===== src/rtl/alu_issue.sv =====
// alu_issue: operand-issue and writeback stage that owns the register file and PSR
// and feeds the external alu datapath through a 3-state IDLE/EXEC/WB sequence.
module alu_issue #(
   parameter int NREGS = 16,
   parameter int W     = 16
) (
   input  logic         clk,
   input  logic         reset,
   input  logic [15:0]  instr,
   input  logic         instr_valid,
   output logic         instr_ready,
   output logic [W-1:0] alu_dst,
   output logic [W-1:0] alu_src,
   output logic [3:0]   alu_oper,
   output logic [3:0]   alu_func,
   output logic [3:0]   alu_cond,
   output logic [4:0]   alu_condIn,
   input  logic [W-1:0] alu_result,
   input  logic [4:0]   alu_condOut,
   input  logic [4:0]   alu_condWr,
   output logic         done,
   output logic         illegal,
   output logic [4:0]   psr,
   input  logic [3:0]   dbg_addr,
   output logic [W-1:0] dbg_data
);
   typedef enum logic [1:0] {IDLE, EXEC, WB} state_t;
   localparam logic [3:0] OP_REG     = 4'h0;
   localparam logic [3:0] OP_SPECIAL = 4'h4;
   localparam logic [3:0] OP_ADDI    = 4'h5;
   localparam logic [3:0] OP_ADDCI   = 4'h7;
   localparam logic [3:0] OP_SHIFT   = 4'h8;
   localparam logic [3:0] OP_SUBI    = 4'h9;
   localparam logic [3:0] OP_SUBCI   = 4'hA;
   localparam logic [3:0] OP_CMPI    = 4'hB;
   localparam logic [3:0] OP_BCOND   = 4'hC;
   localparam logic [3:0] OP_MULI    = 4'hE;
   localparam logic [3:0] FN_TEST    = 4'h8;
   localparam logic [3:0] FN_CMP     = 4'hB;
   localparam logic [3:0] FN_SCOND   = 4'hD;
   state_t       state_q;
   logic [W-1:0] regs_q [NREGS];
   logic [15:0]  instr_q;
   logic [W-1:0] dst_q, src_q, src_d;
   logic [3:0]   oper_q, func_q, cond_q, cond_d;
   logic [4:0]   psr_q;
   logic         done_q, illegal_q, legal, wr_reg;
   logic [3:0]   in_op, in_fn, op, fn;
   logic [W-1:0] imm_z, imm_s, sh, rs;
   assign in_op = instr[15:12];
   assign in_fn = instr[7:4];
   assign legal = (in_op == OP_BCOND)   ? 1'b0 :
                  (in_op == OP_SPECIAL) ? (in_fn == FN_SCOND) :
                  (in_op == OP_SHIFT)   ? (in_fn inside {4'h0, 4'h1, 4'h2, 4'h3, 4'h4, 4'h6}) :
                  (in_op == OP_REG)     ? (in_fn inside {4'h1, 4'h2, 4'h3, 4'h5, 4'h6, 4'h7,
                                                         4'h8, 4'h9, 4'hA, 4'hB, 4'hD, 4'hE}) :
                  1'b1;
   assign op    = instr_q[15:12];
   assign fn    = instr_q[7:4];
   assign imm_z = {{(W-8){1'b0}}, instr_q[7:0]};
   assign imm_s = {{(W-8){instr_q[7]}}, instr_q[7:0]};
   assign sh    = {{(W-4){1'b0}}, instr_q[3:0]};
   assign rs    = regs_q[instr_q[3:0]];
   // Right shifts hand the ALU a negative count; it negates src[4:0] itself.
   assign src_d = (op == OP_SPECIAL) ? '0 :
                  (op == OP_SHIFT)   ? (fn[2] ? rs : fn[0] ? '0 - sh : sh) :
                  (op == OP_REG)     ? rs :
                  (op inside {OP_ADDI, OP_ADDCI, OP_SUBI, OP_SUBCI, OP_CMPI, OP_MULI}) ? imm_s :
                  imm_z;
   assign cond_d = (op == OP_SPECIAL) ? instr_q[3:0] : instr_q[11:8];
   assign wr_reg = !((op == OP_CMPI) || ((op == OP_REG) && ((fn == FN_CMP) || (fn == FN_TEST))));
   always_ff @(posedge clk) begin
      if (reset) begin
         state_q   <= IDLE;
         instr_q   <= '0;
         dst_q     <= '0;
         src_q     <= '0;
         oper_q    <= '0;
         func_q    <= '0;
         cond_q    <= '0;
         psr_q     <= '0;
         done_q    <= 1'b0;
         illegal_q <= 1'b0;
         for (int i = 0; i < NREGS; i++) regs_q[i] <= '0;
      end else begin
         done_q    <= 1'b0;
         illegal_q <= 1'b0;
         case (state_q)
            IDLE: if (instr_valid) begin
               if (legal) begin
                  instr_q <= instr;
                  state_q <= EXEC;
               end else illegal_q <= 1'b1;
            end
            EXEC: begin
               oper_q  <= op;
               func_q  <= fn;
               cond_q  <= cond_d;
               dst_q   <= regs_q[instr_q[11:8]];
               src_q   <= src_d;
               state_q <= WB;
            end
            WB: begin
               if (wr_reg) regs_q[instr_q[11:8]] <= alu_result;
               psr_q   <= (alu_condWr & alu_condOut) | (~alu_condWr & psr_q);
               done_q  <= 1'b1;
               state_q <= IDLE;
            end
            default: state_q <= IDLE;
         endcase
      end
   end
   assign instr_ready = (state_q == IDLE);
   assign alu_dst     = dst_q;
   assign alu_src     = src_q;
   assign alu_oper    = oper_q;
   assign alu_func    = func_q;
   assign alu_cond    = cond_q;
   assign alu_condIn  = psr_q;
   assign psr         = psr_q;
   assign done        = done_q;
   assign illegal     = illegal_q;
   assign dbg_data    = regs_q[dbg_addr];
endmodule


===== config.mk =====
export PLATFORM = sky130hd
export DESIGN_NAME = alu_issue
export DESIGN_NICKNAME = d
export VERILOG_FILES = /design/src/rtl/alu_issue.sv
export SDC_FILE = /design/constraint.sdc
export NUM_CORES = 1
export LEC_CHECK = 0
export BUFFER_PORTS_ARGS = -buffer_cell sky130_fd_sc_hd__buf_2
export CORE_ASPECT_RATIO = 0.7
export CORE_MARGIN = 8
export CORE_UTILIZATION = 60
export CTS_CLUSTER_SIZE = 40
export DETAILED_ROUTE_END_ITERATION = 10
export PLACE_DENSITY = 0.88
export SLEW_MARGIN = 20
export SYNTH_ARGS = -nofsm -noshare
export SYNTH_HDL_FRONTEND = slang
export SYNTH_SLANG_ARGS = --single-unit

===== constraint.sdc =====
create_clock -name clk -period 5.65 [get_ports clk]
set_input_delay 1.695 -clock clk [delete_from_list [all_inputs] [get_ports clk]]
set_output_delay 1.695 -clock clk [all_outputs]
set_load 0.05 [all_outputs]

### Yosys cells after proc, flatten, opt, wreduce, memory -nomap -nowiden

Memories as Yosys holds them, arrays and structs flattened. A register that Yosys moved wholly into a read port is not among the register bits.
Cells that the tools add are included.

| word-level totals | value |
|---|---|
| input port bits | 49 |
| flip-flop bits (word level) | 53 |
| logic and storage cells | 88 |
| output and inout port bits | 73 |
| memories | 1 |
| memory bits (writable) | 256 |

Memories:

| name | depth | bits a word | rd ports | clocked after Yosys merged registers in | write ports | line | source |
|---|---|---|---|---|---|---|---|
| regs_q | 16 | 16 | 3 | 2 | 16 | 42 | `logic [W-1:0] regs_q [NREGS];` |

| operators by class | value |
|---|---|
| reductions and logical operators | 14 |
| bitwise gates (word level) | 6 |
| add/subtract/negate cells | 1 |
| equal/unequal tests | 30 |
| muxes and demuxes | 27 |

Operators by type and width:

| operator | count |
|---|---|
| 2-to-1 mux 16 bit | 7 |
| equality test 4 bit, second input constant | 15 |
| equality test 4 x 3 -> 1 bit, second input constant | 8 |
| 2-to-1 mux 4 bit | 4 |
| OR reduction 16 bit | 1 |
| 2-to-1 mux 1 bit | 13 |
| zero test 4 bit | 3 |
| nonzero test 12 bit | 1 |
| nonzero test 6 bit | 2 |
| bitwise AND 5 bit | 2 |
| equality test 4 x 2 -> 1 bit, second input constant | 2 |
| inverter 5 bit | 1 |
| OR 5 bit | 1 |
| subtractor 1 x 4 -> 5 bit, first input constant | 1 |
| equality test 4 x 1 -> 1 bit, second input constant | 1 |
| 2-to-1 mux 2 bit | 2 |
| case mux 2 bit (2 select lines) | 1 |
| AND reduction 3 bit | 1 |
| OR reduction 3 bit | 1 |
| equality test 2 x 1 -> 1 bit, second input constant | 1 |
| equality test 2 bit, second input constant | 1 |
| zero test 2 bit | 1 |
| logical OR 1 bit | 2 |
| != test 2 x 1 -> 1 bit, second input constant | 1 |
| 4 further kinds | 5 |

### Logic depth before layout (Yosys ltp)

| logic depth | value |
|---|---|
| word-level depth | 10 |
| gate-level depth with buffers | 9 |
| depth with buffers taken out | 7 |

### Least setup slack after synthesis

No wires, ideal clock.

| timing | value |
|---|---|
| kind | input to output |
| start point | input dbg_addr[0] |
| end point | output dbg_data[0] |
| required time | 3.955 ns |
| slack | 0.595 ns |
| cell stages on the path | 4 |
| arrival time | 3.360 ns |
| buffers on the path | 2 |
| cell sequence | buf_2 > buf_2 > mux4_2 > mux4_2 |

| between the ends | value |
|---|---|
| cells in the longest elaborated chain, start to end | 1 |

RTL lines:

| item | line | source |
|---|---|---|
| start, declared | 24 | `input logic [3:0] dbg_addr,` |
| memory read (16 x 16 bit) | -- |  |
| end, declared | 25 | `output logic [W-1:0] dbg_data` |

No other way between the ends.

### Worst setup path in the final report

| timing | value |
|---|---|
| start point | input dbg_addr[0] |
| end point | output dbg_data[9] |

The elaborated chain is that of the path after synthesis.

==> Implementation_results.wiki <==
{| class="wikitable"
! Metric !! Value
|-
| Crit path kind || input pin to output port
|-
| Setup repair after global routing missed its margin || no
|-
| Master of the slowest instance on the critical path || sky130_fd_sc_hd__mux4_2
|-
| Adder-cell area share of the yosys netlist || 0.0683%
|-
| Net count after synthesis || 1415
|-
| Critical path launch point || dbg_addr[0]
|-
| Final GP Congestion || 0.993
|-
| Power per cell area || 302 nW/um^2
|-
| Clock-pin transition on the worst setup and hold timing paths || 0.06 ns
|-
| Post-synthesis xor/xnor area fraction || 0.0478%
|-
| Cts-stage hold buffer count || 0
|-
| Clock buffer count from CTS || 34
|-
| Aggregate global-route resource usage || 32.8%
|-
| Crit-path max cell delay || 0.57 ns
|-
| Cell types occupying the most area after synthesis || sky130_fd_sc_hd__edfxtp_1 (42%), sky130_fd_sc_hd__mux4_2 (25%), sky130_fd_sc_hd__dfxtp_1 (8.0%)
|-
| Antenna-violating nets left || 0
|-
| Clock tree from TritonCTS || yes
|-
| Routed met1 length || 18.8 mm
|-
| Biggest area consumer among synthesized cells || sky130_fd_sc_hd__edfxtp_1
|-
| Cell breakdown of the critical path || buf_4 -> buf_12 -> mux4_2 -> mux4_2 -> buf_2
|-
| Number of maximum-capacitance violations || 0
|-
| Final Max Tran Viols || 0
|-
| Detailed-placement wirelength estimate || 38.4 mm
|-
| Final Hold Vio Count || 0
|-
| Starting DRT DRC Count || 2551
|-
| Leftover overflow at the end of global routing || 0
|-
| Via count || 14100
|-
| Number of gates resized after CTS || 0
|-
| Net count of the finished layout || 1487
|-
| Number of warning messages in the yosys log || 0
|-
| Core Region || 30000 um^2
|-
| Data required, critical path || 3.95 ns
|-
| Clock Sink Count || 329
|-
| Via-to-Cell Ratio || 7.51
|-
| Worst slack, placed || 0.362 ns
|-
| Die H || 162 um
|-
| Post-CTS Setup Repair Bufs || 0
|-
| Wire per inst || 32.1 um
|-
| Cell with the most instances on the worst path || sky130_fd_sc_hd__mux4_2
|-
| Startpoint types || input pin
|-
| Ratio of cells with drive above 1 in the final layout || 32.6%
|-
| Die outline area || 36500 um^2
|-
| Maximum number of buffers from clock root to sink || 3
|-
| Sequential element share of the synthesized area || 50.0%
|-
| Leakage power summed over all cells || 0.00704 uW
|-
| Fraction of the mapped netlist area in simple logic gates || 12.0%
|-
| Routed wire length on met3 || 12.8 mm
|-
| Std-Cell Rows || 53
|-
| Vias in the first global route || 13800
|-
| Dominant delay contributor by cell family on the critical path || multiplexers
|-
| First-pass GRT wire length || 89.2 mm
|-
| Pre-Repair DR Iteration Count || 8
|-
| Crit Reg-Reg Startpoint || instr_q[8]
|-
| Critical path peak fanout || 15
|-
| Slew @ Worst Pin || 1.02 ns
|-
| Mean cell area of the mapped netlist || 13.4 um^2
|-
| Number of standard cells after synthesis || 1365
|-
| Count of buffers inserted at the top-level ports || 121
|-
| Number of buffers and inverters on the critical path || 3
|-
| Post-synth EDFFs || 256
|-
| Relative max-transition margin || 31.8%
|-
| Min Tclk post-route || 5.33 ns
|-
| Commonest cells after routing, fill and taps aside || sky130_fd_sc_hd__nor2_1 (261), sky130_fd_sc_hd__edfxtp_1 (256), sky130_fd_sc_hd__mux4_2 (206), sky130_fd_sc_hd__nand2_1 (130), sky130_fd_sc_hd__buf_2 (120)
|-
| Run status || completed
|-
| Mux share of post-synthesis cell area || 27.3%
|-
| Count of filler cells inserted in the layout || 1927
|-
| Summed negative setup slack over all endpoints || 0 ns
|-
| Most frequent standard cell in the layout excluding fill and tap cells || sky130_fd_sc_hd__nor2_1
|-
| Share of synthesized flip-flops with an asynchronous set or reset || 0%
|-
| Master cell of the clock root buffer || sky130_fd_sc_hd__clkbuf_16
|-
| Worst min-delay path class || register to register
|-
| Number of design rule violations left after detail routing || 0
|-
| Crit path arrival time || 3.64 ns
|-
| Proportion of netlist area held by the largest area contributor || 42.0%
|-
| Relative area change from synthesis to final layout || 11.8%
|-
| Topmost layer with routed signal wires || met5
|-
| Setup skew after layout || 0.0181 ns
|-
| Total of flip-flops plus latches after synthesis || 329
|-
| Largest voltage drop on the vdd net || 0.000173 V
|-
| Clock network latency to the later pin of the worst-skew pair || 0.54 ns
|-
| Most used flip-flop cell after synthesis || sky130_fd_sc_hd__edfxtp_1
|-
| Boundary Pins || 122
|-
| Aggregate routed wire length || 60.2 mm
|-
| H-tree depth || 2
|-
| Share of the clock period used by the worst path || 94.4%
|-
| Synthesized-area fraction occupied by ao, oa, aoi and oai cells || 6.51%
|-
| Least setup slack across all paths after layout || 0.317 ns
|-
| Cell area after technology mapping || 18300 um^2
|-
| Effective utilization at floorplan || 61.0%
|-
| Distinct cell type count of the synthesized netlist || 65
|-
| Main combinational cell family by area after synthesis || multiplexers
|-
| Final setup vio count || 0
|-
| Routed wire length on met2 || 25.3 mm
|-
| Top achievable clock speed || 188 MHz
|-
| HP Start || alu_oper[0]
|-
| Endpoint class of the critical path || output port
|-
| Horizontal extent of the die || 225 um
|-
| Pin count of the biggest net entering global routing || 75
|-
| Number of antenna violations at the first check in global routing || 8
|}
-- layout make-up --
cell class	count	area [um^2]	area share [%]
sequential	329	9160	44.7
multi-input combinational	896	8500	41.5
timing repair buffer	166	1120	5.48
clock buffer	48	1040	5.07
tap	412	515	2.52
clock inverter	13	91.3	0.446
inverter	10	37.5	0.183
antenna	1	2.50	0.0122
-- flip-flops by register name (all words and copies together) (netlist names), named ones only --
name,count
regs_q,256
alu_dst,16
alu_src,16
instr_q,16
alu_cond,4
alu_func,4
alu_oper,4
state_q,2
done,1
illegal,1
-- routing by layer --
metal  GRT usage [%]  up-vias
met1            41.4     6696
met5               0        -
met3            17.5      354
met4            15.1       14
li1                -     5418
met2            46.2     1599
-- cell usage after synthesis, types with 2 or more instances --
master / n
sky130_fd_sc_hd__buf_4: 6
sky130_fd_sc_hd__o311ai_0: 2
sky130_fd_sc_hd__nand4_1: 2
sky130_fd_sc_hd__o22ai_1: 4
sky130_fd_sc_hd__nor3_1: 7
sky130_fd_sc_hd__a211oi_1: 7
sky130_fd_sc_hd__inv_1: 10
sky130_fd_sc_hd__o21ai_0: 6
sky130_fd_sc_hd__mux4_2: 206
sky130_fd_sc_hd__a22oi_1: 48
sky130_fd_sc_hd__nand2b_1: 39
sky130_fd_sc_hd__clkbuf_1: 52
sky130_fd_sc_hd__a221o_1: 8
sky130_fd_sc_hd__a21oi_1: 18
sky130_fd_sc_hd__edfxtp_1: 256
sky130_fd_sc_hd__nor2b_1: 16
sky130_fd_sc_hd__a22o_1: 17
sky130_fd_sc_hd__buf_1: 5
sky130_fd_sc_hd__a311oi_1: 2
sky130_fd_sc_hd__nor2_1: 263
sky130_fd_sc_hd__nor2_4: 10
sky130_fd_sc_hd__buf_2: 50
sky130_fd_sc_hd__and2_1: 2
sky130_fd_sc_hd__o21bai_1: 17
sky130_fd_sc_hd__a2111o_1: 2
sky130_fd_sc_hd__dfxtp_1: 73
sky130_fd_sc_hd__nand3_1: 11
sky130_fd_sc_hd__a31oi_1: 3
sky130_fd_sc_hd__buf_6: 16
sky130_fd_sc_hd__o31ai_1: 3
sky130_fd_sc_hd__or3_1: 5
sky130_fd_sc_hd__mux2i_1: 35
sky130_fd_sc_hd__nand2_1: 130
sky130_fd_sc_hd__or2_2: 3
-- worst reg2reg max path, cell delays in order (launching register included) --
cell,delay [ns]
sky130_fd_sc_hd__dfxtp_4,1.00
sky130_fd_sc_hd__inv_1,0.20
sky130_fd_sc_hd__or3_2,0.92
sky130_fd_sc_hd__o21bai_2,0.50
sky130_fd_sc_hd__buf_4,0.41
-- stage by stage --
stage | hold slack [ns] | power [uW] | cell area, um^2 | util (%) | cells
floorplan | 0.469 | 3520 | 18300 | - | 1365
global placement | 0.441 | 3830 | 19300 | 64.4 | 1813
finish | 0.451 | 6190 | 20500 | 68.1 | 1875
global route | 0.480 | 6300 | 20500 | 68.1 | 1875
CTS | 0.453 | 6130 | 20500 | 68.1 | 1874
detailed placement | 0.445 | 3870 | 19300 | 64.4 | 1813
-- cell families after synthesis --
logic type | after synthesis
AOI/OAI and AO/OA | 154
xor gates and xnor gates | 1
adders and majority gates | 1
buffers and inverters | 140
DFF | 329
muxes | 242
and+or+nand+nor | 498
-- worst paths after layout --
| check | slack, ns | cells after the start | endpoint |
|---|---|---|---|
| worst max-delay path | 0.32 | 5 | dbg_data[9] |
| worst min-delay path | 0.45 | 2 | alu_oper[0] |
| worst max register to register | 2.26 | 4 | regs_q[1][6] |
| worst min register to register | 0.45 | 2 | alu_oper[0] |
-- power breakdown --
part	total, uW	switching, uW	leakage (uW)	internal, uW
Combinational	1040	633	0.00324	407
Clock	2310	980	0.000557	1330
Sequential	2840	144	0.00325	2700
Note: power is estimated with default switching activity, not from simulation.
